<file path="config.mk">
export PLATFORM = sky130hd
export DESIGN_NAME = mem_ctrl_flat
export DESIGN_NICKNAME = d
export VERILOG_FILES = /design/src/rtl/mem_ctrl_pkg.sv /design/src/rtl/mem_ctrl_if.sv /design/src/rtl/mem_ctrl_lane.sv /design/src/rtl/mem_ctrl.sv /design/src/flat_wrapper.sv
export SDC_FILE = /design/constraint.sdc
export NUM_CORES = 1
export LEC_CHECK = 0
export ABC_AREA = 1
export BUFFER_PORTS_ARGS = -buffer_cell sky130_fd_sc_hd__clkbuf_2
export CAP_MARGIN = 30
export CELL_PAD_IN_SITES_DETAIL_PLACEMENT = 0
export CELL_PAD_IN_SITES_GLOBAL_PLACEMENT = 1
export CORE_MARGIN = 1.5
export CORE_UTILIZATION = 42
export CTS_BUF_LIST = sky130_fd_sc_hd__clkbuf_4
export CTS_CLUSTER_DIAMETER = 40
export DETAILED_ROUTE_END_ITERATION = 7
export MAX_ROUTING_LAYER = met4
export PLACE_DENSITY_LB_ADDON = 0.1
export SETUP_SLACK_MARGIN = 0.2
export SYNTH_ARGS = -nofsm -noshare
export SYNTH_HDL_FRONTEND = slang
export SYNTH_HIERARCHICAL = 1
export SYNTH_SLANG_ARGS = --single-unit
</file>
<file path="constraint.sdc">
create_clock -name clk -period 5.5 [get_ports clk]
set_input_delay 0.825 -clock clk [delete_from_list [all_inputs] [get_ports clk]]
set_output_delay 0.825 -clock clk [all_outputs]
set_load 0.01 [all_outputs]
</file>
<file path="src/rtl/mem_ctrl_pkg.sv">
// Shared definitions for the byte-serial memory controller: access-size codes,
// FSM states, RAM read latency and the access-size to byte-count decode.
package mem_ctrl_pkg;

  localparam logic [1:0] MEM_LEN_BYTE = 2'd0;
  localparam logic [1:0] MEM_LEN_HALF = 2'd1;
  localparam logic [1:0] MEM_LEN_WORD = 2'd2;

  localparam int RAM_RD_LAT = 1;

  typedef enum logic [1:0] {
    S_IDLE = 2'd0,
    S_RD   = 2'd1,
    S_WR   = 2'd2,
    S_DONE = 2'd3
  } state_t;

  // Code 3 is not a legal size and is treated as a word access.
  function automatic logic [2:0] len_to_bytes(input logic [1:0] len);
    case (len)
      MEM_LEN_BYTE: return 3'd1;
      MEM_LEN_HALF: return 3'd2;
      MEM_LEN_WORD: return 3'd4;
      default:      return 3'd4;
    endcase
  endfunction

endpackage

</file>
<file path="src/rtl/mem_ctrl_if.sv">
// Bundle of the fetch port, MEM-stage port and byte-wide RAM port.
// The slave modport is the controller's view; master is the pipeline/RAM side.
interface mem_ctrl_if #(
  parameter int ADDR_W = 32,
  parameter int DATA_W = 32
);
  logic              if_req;
  logic [ADDR_W-1:0] if_addr;
  logic              if_flush;
  logic              if_done;
  logic [DATA_W-1:0] if_data;
  logic              mem_req;
  logic              mem_we;
  logic [1:0]        mem_len;
  logic [ADDR_W-1:0] mem_addr;
  logic [DATA_W-1:0] mem_wdata;
  logic              mem_done;
  logic [DATA_W-1:0] mem_rdata;
  logic              stall_req;
  logic [ADDR_W-1:0] ram_addr;
  logic              ram_we;
  logic [7:0]        ram_dout;
  logic [7:0]        ram_din;

  modport slave (
    input  if_req, if_addr, if_flush, mem_req, mem_we, mem_len, mem_addr, mem_wdata, ram_din,
    output if_done, if_data, mem_done, mem_rdata, stall_req, ram_addr, ram_we, ram_dout
  );

  modport master (
    output if_req, if_addr, if_flush, mem_req, mem_we, mem_len, mem_addr, mem_wdata, ram_din,
    input  if_done, if_data, mem_done, mem_rdata, stall_req, ram_addr, ram_we, ram_dout
  );
endinterface

</file>
<file path="src/rtl/mem_ctrl_lane.sv">
// Byte-lane slicer/assembler: picks store byte i_wsel out of i_wdata and inserts
// the RAM byte into lane i_rsel of the accumulator (zeroed on the first byte).
module mem_ctrl_lane #(
  parameter int DATA_W = 32
) (
  input  logic [DATA_W-1:0] i_wdata,
  input  logic [1:0]        i_wsel,
  output logic [7:0]        o_wbyte,
  input  logic [DATA_W-1:0] i_acc,
  input  logic              i_clr,
  input  logic [7:0]        i_din,
  input  logic [1:0]        i_rsel,
  output logic [DATA_W-1:0] o_acc
);

  always_comb begin
    o_wbyte = i_wdata[{i_wsel, 3'b000} +: 8];
    o_acc   = i_clr ? '0 : i_acc;
    o_acc[{i_rsel, 3'b000} +: 8] = i_din;
  end

endmodule

</file>
<file path="src/rtl/mem_ctrl.sv">
// Shares one byte-wide RAM port between instruction fetch and the MEM stage,
// serialising 1/2/4-byte little-endian accesses; MEM wins arbitration in IDLE.
module mem_ctrl
  import mem_ctrl_pkg::*;
#(
  parameter int ADDR_W = 32,
  parameter int DATA_W = 32
) (
  input logic       clk,
  input logic       rst,
  mem_ctrl_if.slave bus
);

  localparam logic [2:0] RD_LAT = 3'(RAM_RD_LAT);

  state_t            r_state, w_state_nxt;
  logic [2:0]        r_cnt, w_cnt_nxt;
  logic              r_is_if;
  logic [2:0]        r_nbytes;
  logic [ADDR_W-1:0] r_addr;
  logic [DATA_W-1:0] r_wdata, r_acc;
  logic [ADDR_W-1:0] r_ram_addr, w_ram_addr_nxt;
  logic              r_ram_we, w_ram_we_nxt;
  logic [7:0]        r_ram_dout, w_ram_dout_nxt;
  logic              r_if_done, w_if_done_nxt;
  logic              r_mem_done, w_mem_done_nxt;
  logic [DATA_W-1:0] r_if_data, r_mem_rdata;

  logic              w_accept_mem, w_accept_if, w_flush, w_sample;
  logic              w_rd_last, w_wr_last, w_lane_clr;
  logic [2:0]        w_nbytes;
  logic [DATA_W-1:0] w_lane_wdata, w_acc_nxt;
  logic [1:0]        w_wsel, w_rsel;
  logic [7:0]        w_wbyte;

  assign w_accept_mem = (r_state == S_IDLE) && bus.mem_req;
  assign w_accept_if  = (r_state == S_IDLE) && !bus.mem_req && bus.if_req && !bus.if_flush;
  assign w_nbytes     = w_accept_mem ? len_to_bytes(bus.mem_len) : 3'd4;
  assign w_flush      = (r_state == S_RD) && r_is_if && bus.if_flush;
  // Reads run RD_LAT cycles longer than writes because ram_din lags ram_addr.
  assign w_rd_last    = (r_cnt == r_nbytes + RD_LAT - 3'd1);
  assign w_wr_last    = (r_cnt == r_nbytes - 3'd1);
  assign w_sample     = (r_state == S_RD) && (r_cnt >= RD_LAT) && !w_flush;
  assign w_lane_clr   = (r_cnt == RD_LAT);
  assign w_lane_wdata = w_accept_mem ? bus.mem_wdata : r_wdata;
  assign w_wsel       = w_accept_mem ? 2'd0 : 2'(r_cnt + 3'd1);
  assign w_rsel       = 2'(r_cnt - RD_LAT);

  mem_ctrl_lane #(.DATA_W(DATA_W)) u_lane (
    .i_wdata (w_lane_wdata),
    .i_wsel  (w_wsel),
    .o_wbyte (w_wbyte),
    .i_acc   (r_acc),
    .i_clr   (w_lane_clr),
    .i_din   (bus.ram_din),
    .i_rsel  (w_rsel),
    .o_acc   (w_acc_nxt)
  );

  always_comb begin
    w_state_nxt    = r_state;
    w_cnt_nxt      = r_cnt;
    w_ram_addr_nxt = r_ram_addr;
    w_ram_we_nxt   = 1'b0;
    w_ram_dout_nxt = r_ram_dout;
    w_if_done_nxt  = 1'b0;
    w_mem_done_nxt = 1'b0;
    case (r_state)
      S_IDLE: begin
        if (w_accept_mem) begin
          w_state_nxt    = bus.mem_we ? S_WR : S_RD;
          w_cnt_nxt      = '0;
          w_ram_addr_nxt = bus.mem_addr;
          w_ram_we_nxt   = bus.mem_we;
          w_ram_dout_nxt = w_wbyte;
        end else if (w_accept_if) begin
          w_state_nxt    = S_RD;
          w_cnt_nxt      = '0;
          w_ram_addr_nxt = bus.if_addr;
        end
      end
      S_RD: begin
        if (w_flush) begin
          w_state_nxt = S_IDLE;
        end else if (w_rd_last) begin
          w_state_nxt    = S_DONE;
          w_if_done_nxt  = r_is_if;
          w_mem_done_nxt = !r_is_if;
        end else begin
          w_cnt_nxt = r_cnt + 3'd1;
          if (r_cnt + 3'd1 < r_nbytes)
            w_ram_addr_nxt = r_addr + ADDR_W'(r_cnt + 3'd1);
        end
      end
      S_WR: begin
        if (w_wr_last) begin
          w_state_nxt    = S_DONE;
          w_mem_done_nxt = 1'b1;
        end else begin
          w_cnt_nxt      = r_cnt + 3'd1;
          w_ram_addr_nxt = r_addr + ADDR_W'(r_cnt + 3'd1);
          w_ram_we_nxt   = 1'b1;
          w_ram_dout_nxt = w_wbyte;
        end
      end
      S_DONE:  w_state_nxt = S_IDLE;
      default: w_state_nxt = S_IDLE;
    endcase
  end

  always_ff @(posedge clk or posedge rst) begin
    if (rst) begin
      r_state <= S_IDLE;
      r_cnt   <= '0;
    end else begin
      r_state <= w_state_nxt;
      r_cnt   <= w_cnt_nxt;
    end
  end

  always_ff @(posedge clk or posedge rst) begin
    if (rst) begin
      r_ram_addr  <= '0;
      r_ram_we    <= 1'b0;
      r_ram_dout  <= '0;
      r_if_done   <= 1'b0;
      r_mem_done  <= 1'b0;
      r_if_data   <= '0;
      r_mem_rdata <= '0;
    end else begin
      r_ram_addr <= w_ram_addr_nxt;
      r_ram_we   <= w_ram_we_nxt;
      r_ram_dout <= w_ram_dout_nxt;
      r_if_done  <= w_if_done_nxt;
      r_mem_done <= w_mem_done_nxt;
      if (w_sample && w_rd_last) begin
        if (r_is_if) r_if_data   <= w_acc_nxt;
        else         r_mem_rdata <= w_acc_nxt;
      end
    end
  end

  // Request fields and the assembly accumulator are only read inside a transaction.
  always_ff @(posedge clk) begin
    if (w_accept_mem || w_accept_if) begin
      r_is_if  <= w_accept_if;
      r_nbytes <= w_nbytes;
      r_addr   <= w_accept_mem ? bus.mem_addr : bus.if_addr;
      r_wdata  <= bus.mem_wdata;
    end
    if (w_sample) r_acc <= w_acc_nxt;
  end

  assign bus.ram_addr  = r_ram_addr;
  assign bus.ram_we    = r_ram_we;
  assign bus.ram_dout  = r_ram_dout;
  assign bus.if_done   = r_if_done;
  assign bus.if_data   = r_if_data;
  assign bus.mem_done  = r_mem_done;
  assign bus.mem_rdata = r_mem_rdata;
  assign bus.stall_req = bus.mem_req && !r_mem_done;

endmodule
</file>
<file path="src/flat_wrapper.sv">
// flat-port wrapper written by rule: the top's interface ports become plain ports
module mem_ctrl_flat import mem_ctrl_pkg::*;
#(
  parameter int ADDR_W = 32,
  parameter int DATA_W = 32
)
  (clk, rst, bus_if_req, bus_if_addr, bus_if_flush, bus_mem_req, bus_mem_we, bus_mem_len, bus_mem_addr, bus_mem_wdata, bus_ram_din, bus_if_done, bus_if_data, bus_mem_done, bus_mem_rdata, bus_stall_req, bus_ram_addr, bus_ram_we, bus_ram_dout);
  mem_ctrl_if #(.ADDR_W(ADDR_W), .DATA_W(DATA_W)) bus_i ();
  input logic clk;
  input logic rst;
  input wire logic [$bits(bus_i.if_req)-1:0] bus_if_req;
  input wire logic [$bits(bus_i.if_addr)-1:0] bus_if_addr;
  input wire logic [$bits(bus_i.if_flush)-1:0] bus_if_flush;
  input wire logic [$bits(bus_i.mem_req)-1:0] bus_mem_req;
  input wire logic [$bits(bus_i.mem_we)-1:0] bus_mem_we;
  input wire logic [$bits(bus_i.mem_len)-1:0] bus_mem_len;
  input wire logic [$bits(bus_i.mem_addr)-1:0] bus_mem_addr;
  input wire logic [$bits(bus_i.mem_wdata)-1:0] bus_mem_wdata;
  input wire logic [$bits(bus_i.ram_din)-1:0] bus_ram_din;
  output wire logic [$bits(bus_i.if_done)-1:0] bus_if_done;
  output wire logic [$bits(bus_i.if_data)-1:0] bus_if_data;
  output wire logic [$bits(bus_i.mem_done)-1:0] bus_mem_done;
  output wire logic [$bits(bus_i.mem_rdata)-1:0] bus_mem_rdata;
  output wire logic [$bits(bus_i.stall_req)-1:0] bus_stall_req;
  output wire logic [$bits(bus_i.ram_addr)-1:0] bus_ram_addr;
  output wire logic [$bits(bus_i.ram_we)-1:0] bus_ram_we;
  output wire logic [$bits(bus_i.ram_dout)-1:0] bus_ram_dout;
  assign bus_i.if_req = bus_if_req;
  assign bus_i.if_addr = bus_if_addr;
  assign bus_i.if_flush = bus_if_flush;
  assign bus_i.mem_req = bus_mem_req;
  assign bus_i.mem_we = bus_mem_we;
  assign bus_i.mem_len = bus_mem_len;
  assign bus_i.mem_addr = bus_mem_addr;
  assign bus_i.mem_wdata = bus_mem_wdata;
  assign bus_i.ram_din = bus_ram_din;
  assign bus_if_done = bus_i.if_done;
  assign bus_if_data = bus_i.if_data;
  assign bus_mem_done = bus_i.mem_done;
  assign bus_mem_rdata = bus_i.mem_rdata;
  assign bus_stall_req = bus_i.stall_req;
  assign bus_ram_addr = bus_i.ram_addr;
  assign bus_ram_we = bus_i.ram_we;
  assign bus_ram_dout = bus_i.ram_dout;
  mem_ctrl #(.ADDR_W(ADDR_W), .DATA_W(DATA_W)) u_core (.clk(clk), .rst(rst), .bus(bus_i));
endmodule
</file>
== Yosys cells after proc, flatten, opt, wreduce, memory -nomap -nowiden ==
Index checks and enable logic that the tools add are counted.

* Register bits: 212
* Input port bits: 112
* Output and inout bits: 108
* Logic and storage cells: 108

* Add/subtract/negate cells: 8
* Magnitude comparators: 2
* Equality and inequality tests: 15
* Shift operators: 3
* Multiplexer cells: 39
* Bitwise operators: 1
* Reduce and logical (&&, ||, !) cells: 26

{| class="wikitable"
|+ Operators by type and width
! cell !! number
|-
| 32-bit two-way mux || 9
|-
| 32-bit case mux with 3 select lines || 1
|-
| 32-bit adder || 1
|-
| 32-bit bitwise mux || 1
|-
| 8-bit by 7-bit variable shift with 32-bit output (first input constant) || 1
|-
| 32-bit by 6-bit indexed part select with 8-bit output || 1
|-
| 8-bit by 7-bit indexed part select with 32-bit output || 1
|-
| 8-bit two-way mux || 2
|-
| 8-bit case mux with 2 select lines || 1
|-
| 3-bit two-way mux || 5
|-
| 2-bit two-way mux || 7
|-
| 1-bit logical AND || 10
|-
| 3-bit case mux with 3 select lines || 1
|-
| 1-bit two-way mux || 8
|-
| 2-bit inequality test (second input constant) || 4
|-
| 2-bit case mux with 4 select lines || 1
|-
| 5-bit negation with 7-bit output || 1
|-
| 3-bit by 1-bit adder with 3-bit output (second input constant) || 2
|-
| 3-bit equality test || 2
|-
| 3-bit by 1-bit inequality test with 1-bit output (second input constant) || 2
|-
| 3-bit case mux with 2 select lines || 1
|-
| 3-bit AND reduction || 2
|-
| 6-bit AND reduction || 1
|-
| 3-bit by 1-bit subtractor with 3-bit output (second input constant) || 2
|-
| other kinds (17) || 27
|}

== Depth between registers and ports, before layout ==
* Depth after elaboration: 7
* Depth in mapped cells: 15
* Depth with buffers taken out: 14

== Hierarchy ==
Netlist, hierarchy kept.

{| class="wikitable"
|+ By module, submodules not included
! module !! times used !! cells an instance !! area each (µm²) !! seq. area each (µm²)
|-
| mem_ctrl || 1 || 1143 || 10206.0 || 5805.6
|-
| mem_ctrl_lane || 1 || 230 || 1026.0 || 0.0
|}

== Least setup slack after synthesis ==
Ideal clock, no wire load.

* Path type: input to register
* Start: input bus_if_flush
* End: register u_core.r_addr[0], enable pin
* Library setup time: 517 ps
* Arrival: 4261 ps
* Data required time: 4983 ps
* Setup slack: 722 ps
* Cell stages on the path: 3
* Buffers on the path: 0
* Path through: clkinv_1 nand2_1 a21oi_1

* Word-level cells in the longest chain between the ends: 3

{| class="wikitable"
|+ RTL lines
! element !! RTL line !! text
|-
| from (decl) || flat_wrapper.sv:13 || <nowiki>input wire logic [$bits(bus_i.if_flush)-1:0] bus_if_flush;</nowiki>
|-
| 1-bit logical NOT || mem_ctrl.sv:37 || <nowiki>assign w_accept_if = (r_state == S_IDLE) && !bus.mem_req && bus.if_req && !bus.if_flush;</nowiki>
|-
| 1-bit logical AND || mem_ctrl.sv:37 ||
|-
| 1-bit logical OR || mem_ctrl.sv:145 || <nowiki>if (w_accept_mem || w_accept_if) begin</nowiki>
|-
| to (signal assigned) || mem_ctrl.sv:148 || <nowiki>r_addr <= w_accept_mem ? bus.mem_addr : bus.if_addr;</nowiki>
|-
| to (decl) || mem_ctrl.sv:20 || <nowiki>logic [ADDR_W-1:0] r_addr;</nowiki>
|}

Every way passes these cells.
A chain may end at the register's enable or synchronous reset.

== Worst setup path after layout ==
* Start: register u_core.r_cnt[1]
* End: register u_core.r_if_data[19] (netlist: u_core/bus.if_data[19])

* Elaborated cells between the ends (all ways): 13
* Those cells by class: add/sub (2); order compare (1); eq/ne (2); shift (2); mux (2); reduce/logical (4)

{| class="wikitable"
|+ RTL lines
! element !! RTL line !! text
|-
| from (decl) || mem_ctrl.sv:17 || <nowiki>logic [2:0] r_cnt, w_cnt_nxt;</nowiki>
|-
| from (signal assigned) || mem_ctrl.sv:117 || <nowiki>r_cnt <= w_cnt_nxt;</nowiki>
|-
| 3-bit by 1-bit equality test with 1-bit output || mem_ctrl.sv:44 || <nowiki>assign w_lane_clr = (r_cnt == RD_LAT);</nowiki>
|-
| via u_core.w_lane_clr || mem_ctrl.sv:30 || <nowiki>logic w_rd_last, w_wr_last, w_lane_clr;</nowiki>
|-
| 32-bit two-way mux || mem_ctrl_lane.sv:18 || <nowiki>o_acc = i_clr ? '0 : i_acc;</nowiki>
|-
| 32-bit bitwise mux || mem_ctrl_lane.sv:19 || <nowiki>o_acc[{i_rsel, 3'b000} +: 8] = i_din;</nowiki>
|-
| to (signal assigned) || mem_ctrl.sv:137 || <nowiki>if (r_is_if) r_if_data <= w_acc_nxt;</nowiki>
|-
| to (decl) || mem_ctrl.sv:27 || <nowiki>logic [DATA_W-1:0] r_if_data, r_mem_rdata;</nowiki>
|}

The timed path passes the listed nets, and every way through them passes these cells.

==> results.md <==
* Global-route wire length before repair at approximately 48 mm
* P&R area growth vs syn at 18.6%
* Failing checks: DRC
* Final setup viols at 0
* Synth async-reset ratio at between 50% and 60%
* Clock skew at 73.2 ps
* Core Region at around 0.026 mm2
* # rows at 59
* Post-synthesis compound-gate area fraction at slightly above 6%
* Vias per inst at ~4.7
* Gate Count Post-Synth at ~1400
* Placer Congestion at around 0.86
* DR vias at 9393
* Switching share of power at about 44%
* Combinational fraction of design power at between 40 and 50%
* Leakage at between 6 and 7 nW
* Worst slew margin at ~41%
* Slew @ Worst Pin at 892 ps
* Status: complete, but fails checks
* Final slew viol count at 0
* CP max stage delay at 820 ps
* Worst endpoint data arrival time at 3780 ps
* Clock Sinks at ~210
* Initial DRT Pass Iterations at 8
* Worst hold path type: input port to async pin
* Sum Neg Setup Slack at 0 ps
* Cell Pwr Density at 597 mW/mm2
* GRT overflow at 0
* Post-synth EDFFs at 100
* Clock slew at reported path FFs at approximately 60 ps
* Area of the multi-input gates at 0.00460 mm2
* Distinct cells, synth at 41
* Setup Fix Bufs, Post-CTS at 0
* Die Y at between 150 and 200 um
* CP cell instances: inv_2 > ha_1 > inv_1 > nor2_1 > o21ai_2 > inv_2 > nand3_4 > nand2_1 > o21ai_2
* Post_cts resized at 0
* Post-DP HPWL at a little over 20 mm
* Worst Setup End Kind: flip-flop
* CP startpoint: u_core/r_cnt[1]$_DFFE_PP0P_
* IO Port Bufs at between 200 and 250
* Ys Warns at 6
* Initial Util at a little over two fifths
* TritonCTS clock tree: done
* Main combinational cell family by area after synthesis: simple AND/OR/NAND/NOR gates
* WP data required at slightly above 6000 ps
* Fin. Hold Viols at 0
* Most frequent cells in the layout: 623 x nand2_1, 219 x clkbuf_2, 127 x inv_1, 112 x dfrtp_1, 100 x edfxtp_1
* CTS Buf Count at about 60
* DRT Wirelength at between 20 and 30 mm
* Share of power burned in registers at approximately a third
* Slowest cell on crit path: nand3_4
* Final ANT Viol Nets at 0
* Tcrit/Tclk final at about three fifths
* Mapped Area at about 0.011 mm2
* Top fanout value on the critical path at 64
* Clock network power share at between 10% and 20%
* P_int at ~4.4 mW
* Tot GR Track Use at between 20 and 25%
* Period minus WS final at ~3200 ps
* Die ar. at 0.0277 mm2
* Synth Area in XOR/XNOR at less than 1%
* # DRC at 12
* Synth Register Bits at about 210
* Die W at between 150 and 200 um
* Worst VDD drop at approximately 220 uV
* Mux share of post-synthesis cell area at 0.0891%
* Tot Pwr at between 7 and 8 mW
* Adder-Cell Fraction of Synth Area at under 10%
* Clk buf depth at 3
* Clock Root Buffer: clkbuf_4
* Synth Area in Simple Gates at approximately 32%
* WS Path Type: flip-flop to flip-flop
* Fill cells at around 2700
* Reg2Reg Launch Point: u_core/r_cnt[1]$_DFFE_PP0P_
* Synthesized Nets at around 1500
* CTS Hold Bufs at 0
* Maxcap violations at 0
* Seq/Total Area, Yosys at around 52%
* Drt initial violations at ~560
* Avg Inst Size Synth at 8.18 um2
* Reg area at approximately 0.0058 mm2
* Largest net degree at the start of global routing at 66
* Most used DFF post-synth: dfrtp_1
* CP Launch Type: flip-flop
* Highest clock rate at a little over 300 MHz
* Vias in the first global route at between 9000 and 10000
* Insertion delay to the later sink of the worst-skew pair at between 600 and 700 ps
* H-tree levels at 2
* Nets@finish at about 1700
* Initial antenna violation count at 1
* I/O Pins at 220
* WL/cell at ~14 um
* Unrepaired setup endpoints after global routing: no
* Sw Pwr at ~3.5 mW
* Layout cell share with drive strength beyond 1 at about a quarter
* Most common cell after layout, fill and taps aside: nand2_1
[worst max-delay path, delay by kind of cell, from the launching register on]
kind | cells | cell delay [ps]
adder cells (fa/ha/maj) | 1 | 140
AND/OR/NAND/NOR | 3 | 1500
AO/OA/AOI/OAI | 2 | 200
flip-flops | 1 | 470
buffers and inverters | 3 | 740
[state kept, by name, indices dropped and copies added, names as in the netlist, 8 cells and up]
signal	count
u_core/bus.ram_dout	8
u_core/r_acc	32
u_core/r_wdata	32
u_core/bus.ram_addr	32
u_core/r_addr	32
u_core/bus.if_data	32
u_core/bus.mem_rdata	32
[cell families after synthesis]
family | Yosys count
simple gates | 860
flops | 212
compound gates | 96
mux | 1
buf+inv | 182
xor+xnor | 2
fa+ha+maj | 20
[layout make-up]
| cell class | instances | share of cell area [%] |
|---|---|---|
| flip-flops and latches | 212 | 43.6 |
| multi-input cells | 979 | 34.5 |
| repair buffers | 227 | 8.88 |
| clock buffers | 90 | 5.07 |
| inverters | 138 | 3.92 |
| well taps | 335 | 3.15 |
| clock inverters | 20 | 0.845 |
| diodes | 2 | 0.0376 |
[path summary, 6_finish.rpt]
kind	cells after the start	slack (ps)	end
worst max-delay path	9	2260	u_core/bus.if_data[19]$_DFFE_PP0P_
worst min register to register	2	480	u_core/bus.ram_dout[6]$_DFFE_PP0P_
max in group asynchronous	3	4400	u_core/bus.ram_addr[7]$_DFFE_PP0P_
min in group clk	1	350	u_core/r_wdata[28]$_DFFE_PP_
worst min-delay path	2	150	u_core/bus.if_data[21]$_DFFE_PP0P_
worst max register to register	9	2260	u_core/bus.if_data[19]$_DFFE_PP0P_
[synth_stat cells, drive strengths merged (2+ instances only)]
master  number  area, um2
nand4       11       90.1
o21ai       85        624
clkbuf       7       26.3
a21oi        7       38.8
or2         18        113
buf         37        298
a31oi        2       12.5
o21bai       2       15.0
clkinv       2       8.75
dfrtp      112       2800
inv        136        510
and2         7       43.8
edfxtp     100       3000
nor2        95        410
nand3b       3       22.5
ha          19        238
nand2      628       2370
nor3         2       10.0
nand3       96        551
[metal layers]
layer	share of wire (%)	GRT usage, %	routed length (um)	up-vias
met2	44	32.2	12400	262
met1	49	30.6	13900	4230
li1	-	-	-	4857
met4	1.6	5.45	450	0
met3	5.7	3.80	1620	44
met5	0	-	0	-
[metrics by stage]
step                      cells  setup WS, ps  util (%)  hold slack [ps]  area (um2)
after CTS                  2001          2230      51.0              107       13300
after floorplan            1373           722         -              503       11200
after global routing       2003          1930      51.0              122       13300
final                      2003          2260      51.0              148       13300
after global placement     1889          2140      47.8              465       12500
after detailed placement   1891          2160      47.9              464       12500
[power by group through the flow]
stage                     combinational, mW  sequential (mW)  clock [mW]
after floorplan                        2.52             2.91           0
after global placement                 3.70             2.81           0
after detailed placement               3.77             2.81           0
after CTS                              3.78             2.79        1.52
after global routing                   4.25             2.86        1.61
final                                  3.71             2.78        1.47
No activity file was read; power rests on OpenSTA's default activity.
